`src/rtl/mnist_infer_ctrl.sv`:
```
// rtl/mnist_infer_ctrl.sv - inference sequencer with signed argmax over engine class scores
// Optional watchdog: define INFER_TIMEOUT_EN to add the WAIT-state timeout and ERR state.
module mnist_infer_ctrl #(
  parameter int DATA_WIDTH     = 3,
  parameter int NUM_CLASSES    = 10,
  parameter int TIMEOUT_CYCLES = 1048576
) (
  input  logic                         clk,
  input  logic                         rst,
  input  logic                         req_valid,
  output logic                         req_ready,
  output logic                         eng_reset,
  output logic                         eng_start,
  input  logic                         eng_done,
  output logic [3:0]                   eng_out_idx,
  input  logic signed [DATA_WIDTH-1:0] eng_out,
  output logic                         res_valid,
  input  logic                         res_ready,
  output logic [3:0]                   res_class,
  output logic signed [DATA_WIDTH-1:0] res_score,
  output logic                         res_tie,
  output logic                         busy,
  output logic                         err_timeout
);

`ifdef INFER_TIMEOUT_EN
  typedef enum logic [2:0] {
    S_IDLE, S_CLEAR, S_START, S_WAIT, S_SCAN, S_RESULT, S_ERR
  } state_e;
  localparam logic [20:0] TO_LAST = 21'(TIMEOUT_CYCLES - 1);
  logic [20:0] wait_cnt_q;
  logic        err_timeout_q;
`else
  typedef enum logic [2:0] {
    S_IDLE, S_CLEAR, S_START, S_WAIT, S_SCAN, S_RESULT
  } state_e;
`endif

  localparam logic [3:0] LAST_IDX = 4'(NUM_CLASSES - 1);

  state_e                       state_q;
  logic                         req_ready_q;
  logic                         eng_reset_q;
  logic                         eng_start_q;
  logic [3:0]                   idx_q;
  logic                         res_valid_q;
  logic [3:0]                   res_class_q;
  logic signed [DATA_WIDTH-1:0] res_score_q;
  logic                         res_tie_q;
  logic                         busy_q;
  logic signed [DATA_WIDTH-1:0] best_score_q, best_score_d;
  logic [3:0]                   best_idx_q, best_idx_d;
  logic                         tie_q, tie_d;

  // Running argmax: fold the currently selected score into the best-so-far
  always_comb begin
    best_score_d = best_score_q;
    best_idx_d   = best_idx_q;
    tie_d        = tie_q;
    if (idx_q == 4'd0) begin
      best_score_d = eng_out;
      best_idx_d   = idx_q;
      tie_d        = 1'b0;
    end else if (eng_out > best_score_q) begin
      best_score_d = eng_out;
      best_idx_d   = idx_q;
      tie_d        = 1'b0;
    end else if (eng_out == best_score_q) begin
      tie_d        = 1'b1;
    end
  end

  // Sequencer FSM; every output is a register updated on the state transition
  always_ff @(posedge clk or negedge rst) begin
    if (!rst) begin
      state_q      <= S_IDLE;
      req_ready_q  <= 1'b1;
      eng_reset_q  <= 1'b0;
      eng_start_q  <= 1'b0;
      idx_q        <= 4'd0;
      res_valid_q  <= 1'b0;
      res_class_q  <= 4'd0;
      res_score_q  <= '0;
      res_tie_q    <= 1'b0;
      busy_q       <= 1'b0;
      best_score_q <= '0;
      best_idx_q   <= 4'd0;
      tie_q        <= 1'b0;
`ifdef INFER_TIMEOUT_EN
      wait_cnt_q    <= 21'd0;
      err_timeout_q <= 1'b0;
`endif
    end else begin
      eng_reset_q <= 1'b0;
      eng_start_q <= 1'b0;
      case (state_q)
        S_IDLE: begin
          if (req_valid) begin
            state_q     <= S_CLEAR;
            eng_reset_q <= 1'b1;
            req_ready_q <= 1'b0;
            busy_q      <= 1'b1;
          end
        end
        S_CLEAR: begin
          state_q     <= S_START;
          eng_start_q <= 1'b1;
        end
        S_START: begin
          state_q <= S_WAIT;
`ifdef INFER_TIMEOUT_EN
          wait_cnt_q <= 21'd0;
`endif
        end
        S_WAIT: begin
          if (eng_done) begin
            state_q <= S_SCAN;
            idx_q   <= 4'd0;
`ifdef INFER_TIMEOUT_EN
          end else if (wait_cnt_q == TO_LAST) begin
            state_q       <= S_ERR;
            res_valid_q   <= 1'b1;
            res_class_q   <= 4'hF;
            res_score_q   <= '0;
            res_tie_q     <= 1'b0;
            err_timeout_q <= 1'b1;
          end else begin
            wait_cnt_q <= wait_cnt_q + 21'd1;
`endif
          end
        end
        S_SCAN: begin
          best_score_q <= best_score_d;
          best_idx_q   <= best_idx_d;
          tie_q        <= tie_d;
          if (idx_q == LAST_IDX) begin
            state_q     <= S_RESULT;
            idx_q       <= 4'd0;
            res_valid_q <= 1'b1;
            res_class_q <= best_idx_d;
            res_score_q <= best_score_d;
            res_tie_q   <= tie_d;
          end else begin
            idx_q <= idx_q + 4'd1;
          end
        end
        S_RESULT: begin
          if (res_ready) begin
            state_q     <= S_IDLE;
            res_valid_q <= 1'b0;
            req_ready_q <= 1'b1;
            busy_q      <= 1'b0;
          end
        end
`ifdef INFER_TIMEOUT_EN
        S_ERR: begin
          if (res_ready) begin
            state_q       <= S_IDLE;
            res_valid_q   <= 1'b0;
            req_ready_q   <= 1'b1;
            busy_q        <= 1'b0;
            err_timeout_q <= 1'b0;
          end
        end
`endif
        default: begin
          state_q     <= S_IDLE;
          req_ready_q <= 1'b1;
          busy_q      <= 1'b0;
          res_valid_q <= 1'b0;
          idx_q       <= 4'd0;
        end
      endcase
    end
  end

  assign req_ready   = req_ready_q;
  assign eng_reset   = eng_reset_q;
  assign eng_start   = eng_start_q;
  assign eng_out_idx = idx_q;
  assign res_valid   = res_valid_q;
  assign res_class   = res_class_q;
  assign res_score   = res_score_q;
  assign res_tie     = res_tie_q;
  assign busy        = busy_q;
`ifdef INFER_TIMEOUT_EN
  assign err_timeout = err_timeout_q;
`else
  assign err_timeout = 1'b0;
`endif

endmodule

```
`config.mk`:
```
export PLATFORM = sky130hd
export DESIGN_NAME = mnist_infer_ctrl
export DESIGN_NICKNAME = d
export VERILOG_FILES = /design/src/rtl/mnist_infer_ctrl.sv
export SDC_FILE = /design/constraint.sdc
export NUM_CORES = 1
export LEC_CHECK = 0
export ABC_CLOCK_PERIOD_IN_PS = 3300
export BUFFER_PORTS_ARGS = -buffer_cell sky130_fd_sc_hd__buf_4
export CORE_UTILIZATION = 25
export CTS_BUF_LIST = sky130_fd_sc_hd__clkbuf_8
export DETAILED_ROUTE_END_ITERATION = 8
export PLACE_DENSITY = 0.53
export SYNTH_ARGS = -nofsm -noshare
export SYNTH_HDL_FRONTEND = slang
export SYNTH_SLANG_ARGS = --single-unit
```
`constraint.sdc`:
```
create_clock -name clk -period 3.3 [get_ports clk]
set_clock_uncertainty 0.2 [all_clocks]
set_input_delay 0.33 -clock clk [delete_from_list [all_inputs] [get_ports clk]]
set_output_delay 0.33 -clock clk [all_outputs]
set_load 0.005 [all_outputs]
```
==> results.sh <==
export IMPL_status="complete, no violations"
export IMPL_num_fill_cells=602
export IMPL_synth_edf_count=0
export IMPL_grt_usage_pct=11.1
export IMPL_clkPwrFrac_pct=14.2
export IMPL_hp_class="in -> reg"
export IMPL_fin_cells=240
export IMPL_die_x_um=78.6
export IMPL_ys_types=37
export IMPL_tns_ns=0
export IMPL_area_growth_synth_to_final_pct=19.3
export IMPL_synth_nets=159
export IMPL_die_h_um=78.6
export IMPL_worstRegToRegCells=6
export IMPL_place_ws_ns=0.970
export IMPL_drt_iter0_drc=60
export IMPL_end_kind="flop"
export IMPL_min_to="best_score_q[2]"
export IMPL_ys_flop_type="dfrtp_1"
export IMPL_ys_ff_latch=28
export IMPL_pwr_density_cell_nw_per_um2=778
export IMPL_p_leak_nw=0.799
export IMPL_critPathKind="reg -> reg"
export IMPL_p_comb_share_pct=43.3
export IMPL_critPathTopFamily="simple AND/OR/NAND/NOR gates"
export IMPL_busiest_layer="met2"
export IMPL_cts_resized=0
export IMPL_cts_buffer_depth=2
export IMPL_synthArstFlopShare_pct=100
export IMPL_synth_cell_area_um2=1470
export IMPL_netlist_instances=145
export IMPL_r2r_start="best_score_q[2]"
export IMPL_register_area_um2=702
export IMPL_fmax_mhz=434
export IMPL_portBuffers=24
export IMPL_clkTransAtPathRegs_ns=0.10
export IMPL_cp_start_kind="flop"
export IMPL_power_internal_w=0.000821
export IMPL_drive_gt1_share_pct=23.2
export IMPL_ant_nets=0
export IMPL_grt_overflow=0
export IMPL_grt_util_met3_pct=2.67
export IMPL_routed_via_count=1115
export IMPL_critPathSlowestCell="dfrtp_1"
export IMPL_core_um2=5570
export IMPL_fin_crit_ns=2.30
export IMPL_die_area_um2=6180
export IMPL_whs_path_depth=2
export IMPL_rows=27
export IMPL_cts_sinks=28
export IMPL_clk_latency_ns=0.28
export IMPL_yosysSeqAreaShare_pct=47.9
export IMPL_use_met2_pct=18.2
export IMPL_r2r_end="best_score_q[1]"
export IMPL_critical_path_required_ns=3.28
export IMPL_path_buf_inv=1
export IMPL_cts_tree="done"
export IMPL_cp_arrival_ns=2.28
export IMPL_rsz0062_at_grt="no"
export IMPL_slew_headroom_pct=65.7
export IMPL_drtPass1Iterations=4
export IMPL_cts_root_buf="clkbuf_8"
export IMPL_crit_path_max_fanout=7
export IMPL_tightest_slew_ns=0.512
export IMPL_holdBufCountCts=1
export IMPL_via_per_inst=4.65
export IMPL_ff2ff_setup_slack_ns=1.0
export IMPL_cts_buffers=3
export IMPL_max_stage_delay_ns=0.39
export IMPL_dp_cells=235
export IMPL_timing_final_crit_share_pct=69.8
export IMPL_drc=0
export IMPL_ys_warn_count=0
export IMPL_max_cap_violations=0
export IMPL_grt_antenna_before_repair=0
export IMPL_wl_um=3090
export IMPL_synth_area_per_cell_um2=10.1
export IMPL_finalMaxSlewViolations=0
export IMPL_place_congestion=0.750
export IMPL_post_cts_buffers=0
export IMPL_nNetsFinal=183
export IMPL_switching_share_pct=39.7
export IMPL_grt_use_met1_pct=14.3
export IMPL_dpl_hpwl_um=2190
export IMPL_n_antenna_cell=0
export IMPL_grt_pass1_vias=1184
export IMPL_grt_pass1_wl_um=5460
export IMPL_p_switching_w=0.000540
export IMPL_hold_viol=0
export IMPL_setup_viol=0
export IMPL_pwr_share_seq_pct=42.4
export IMPL_vdd_ir_drop_max_uv=376
export IMPL_path_cells="inv_1 -> ha_1 -> or2_2 -> and2_4 -> a21oi_4 -> mux2_4"
export IMPL_hold_start="eng_out[2]"
export IMPL_multi_input_area_um2=688
export IMPL_io_pins=26
export IMPL_cts_max_level=1
export IMPL_grt_max_degree=29
export IMPL_finalWorstSetupSlack_ns=0.996
export IMPL_start_util_pct=26.3
export IMPL_wl_per_cell_um=12.9
==> synth_stat cells, types with 2 or more instances <==
master      n  area [um^2]
nor2_1     15         56.3
clkbuf_1    2         7.51
a21oi_1    14         70.1
inv_1       9         33.8
o21ai_0    14         70.1
a22o_1      2         17.5
nand2_1    11         41.3
or3b_1      2         17.5
nor3_1      2         10.0
nand2b_1    2         12.5
dfrtp_1    27          676
nor3b_1     2         15.0
a2bb2oi_1   2         17.5
a31oi_1     7         43.8
mux2_4      5         75.1
o31ai_1     2         15.0
ha_1        6         75.1
buf_6       2         22.5
==> power groups by stage <==
stage,clock (W),combinational [W],sequential (W)
final,0.000194,0.000590,0.000578
after global routing,0.000214,0.000666,0.000600
after CTS,0.000204,0.000597,0.000577
after detailed placement,0,0.000595,0.000583
after global placement,0,0.000587,0.000588
after floorplan,0,0.000500,0.000528
==> cell families after synthesis <==
family,share of synthesized area (%)
other cells,0.256
fa+ha+maj,5.12
buf+inv,5.20
mux,5.89
compound gates,21.8
flops,47.9
simple gates,13.8
==> flip-flops by register name (all words and copies together) (netlist names) <==
name,count
best_score_q,3
eng_reset,1
res_valid,1
eng_start,1
busy,1
tie_q,1
state_q,3
res_class,4
eng_out_idx,4
best_idx_q,4
res_score,3
req_ready,1
res_tie,1
==> how the worst max path moves through the flow <==
stage / start / slack (ns) / depth (start not counted) / endpoint
floorplan: best_score_q[2] / 1.09 / 7 / best_idx_q[0]
global placement: eng_out[2] / 0.99 / 6 / best_score_q[1]
detailed placement: eng_out[2] / 0.97 / 6 / best_idx_q[0]
CTS: best_score_q[2] / 1.01 / 6 / best_idx_q[1]
global route: best_score_q[2] / 0.93 / 6 / best_score_q[2]
finish: best_score_q[2] / 1.0 / 6 / best_score_q[1]
==> layer usage <==
layer  vias up  wire length [um]
met1       529              1520
met5         -                 0
met3         2               144
li1        561                 -
met2        23              1400
met4         0                23
==> final cells by class <==
cell class | count | area share (%)
multi-input combinational | 102 | 39.3
tap | 72 | 5.15
clock buffer | 3 | 2.36
timing repair buffer | 25 | 10.9
sequential | 28 | 40.1
inverter | 9 | 1.93
clock inverter | 1 | 0.215
==> per-stage QoR <==
| stage | hold slack, ns | total power [W] | utilization [%] | area [um^2] |
|---|---|---|---|---|
| after global placement | 0.0731 | 0.00117 | 30.4 | 1690 |
| after global routing | 0.0841 | 0.00148 | 31.4 | 1750 |
| final | 0.0914 | 0.00136 | 31.4 | 1750 |
| after floorplan | -0.166 | 0.00103 | - | 1470 |
| after CTS | 0.0865 | 0.00138 | 31.4 | 1750 |
| after detailed placement | 0.0761 | 0.00118 | 30.4 | 1690 |
==> layout by cell type, fill, tap and decap left out, types with 3 or more instances in the layout <==
master / instances
ha_1: 6
nand2_1: 11
a21oi_1: 14
dfrtp_1: 27
clkbuf_8: 3
nor2_1: 15
mux2_4: 5
inv_1: 10
a31oi_1: 7
buf_4: 24
o21ai_0: 14
Note: power is estimated with default switching activity, not from simulation.
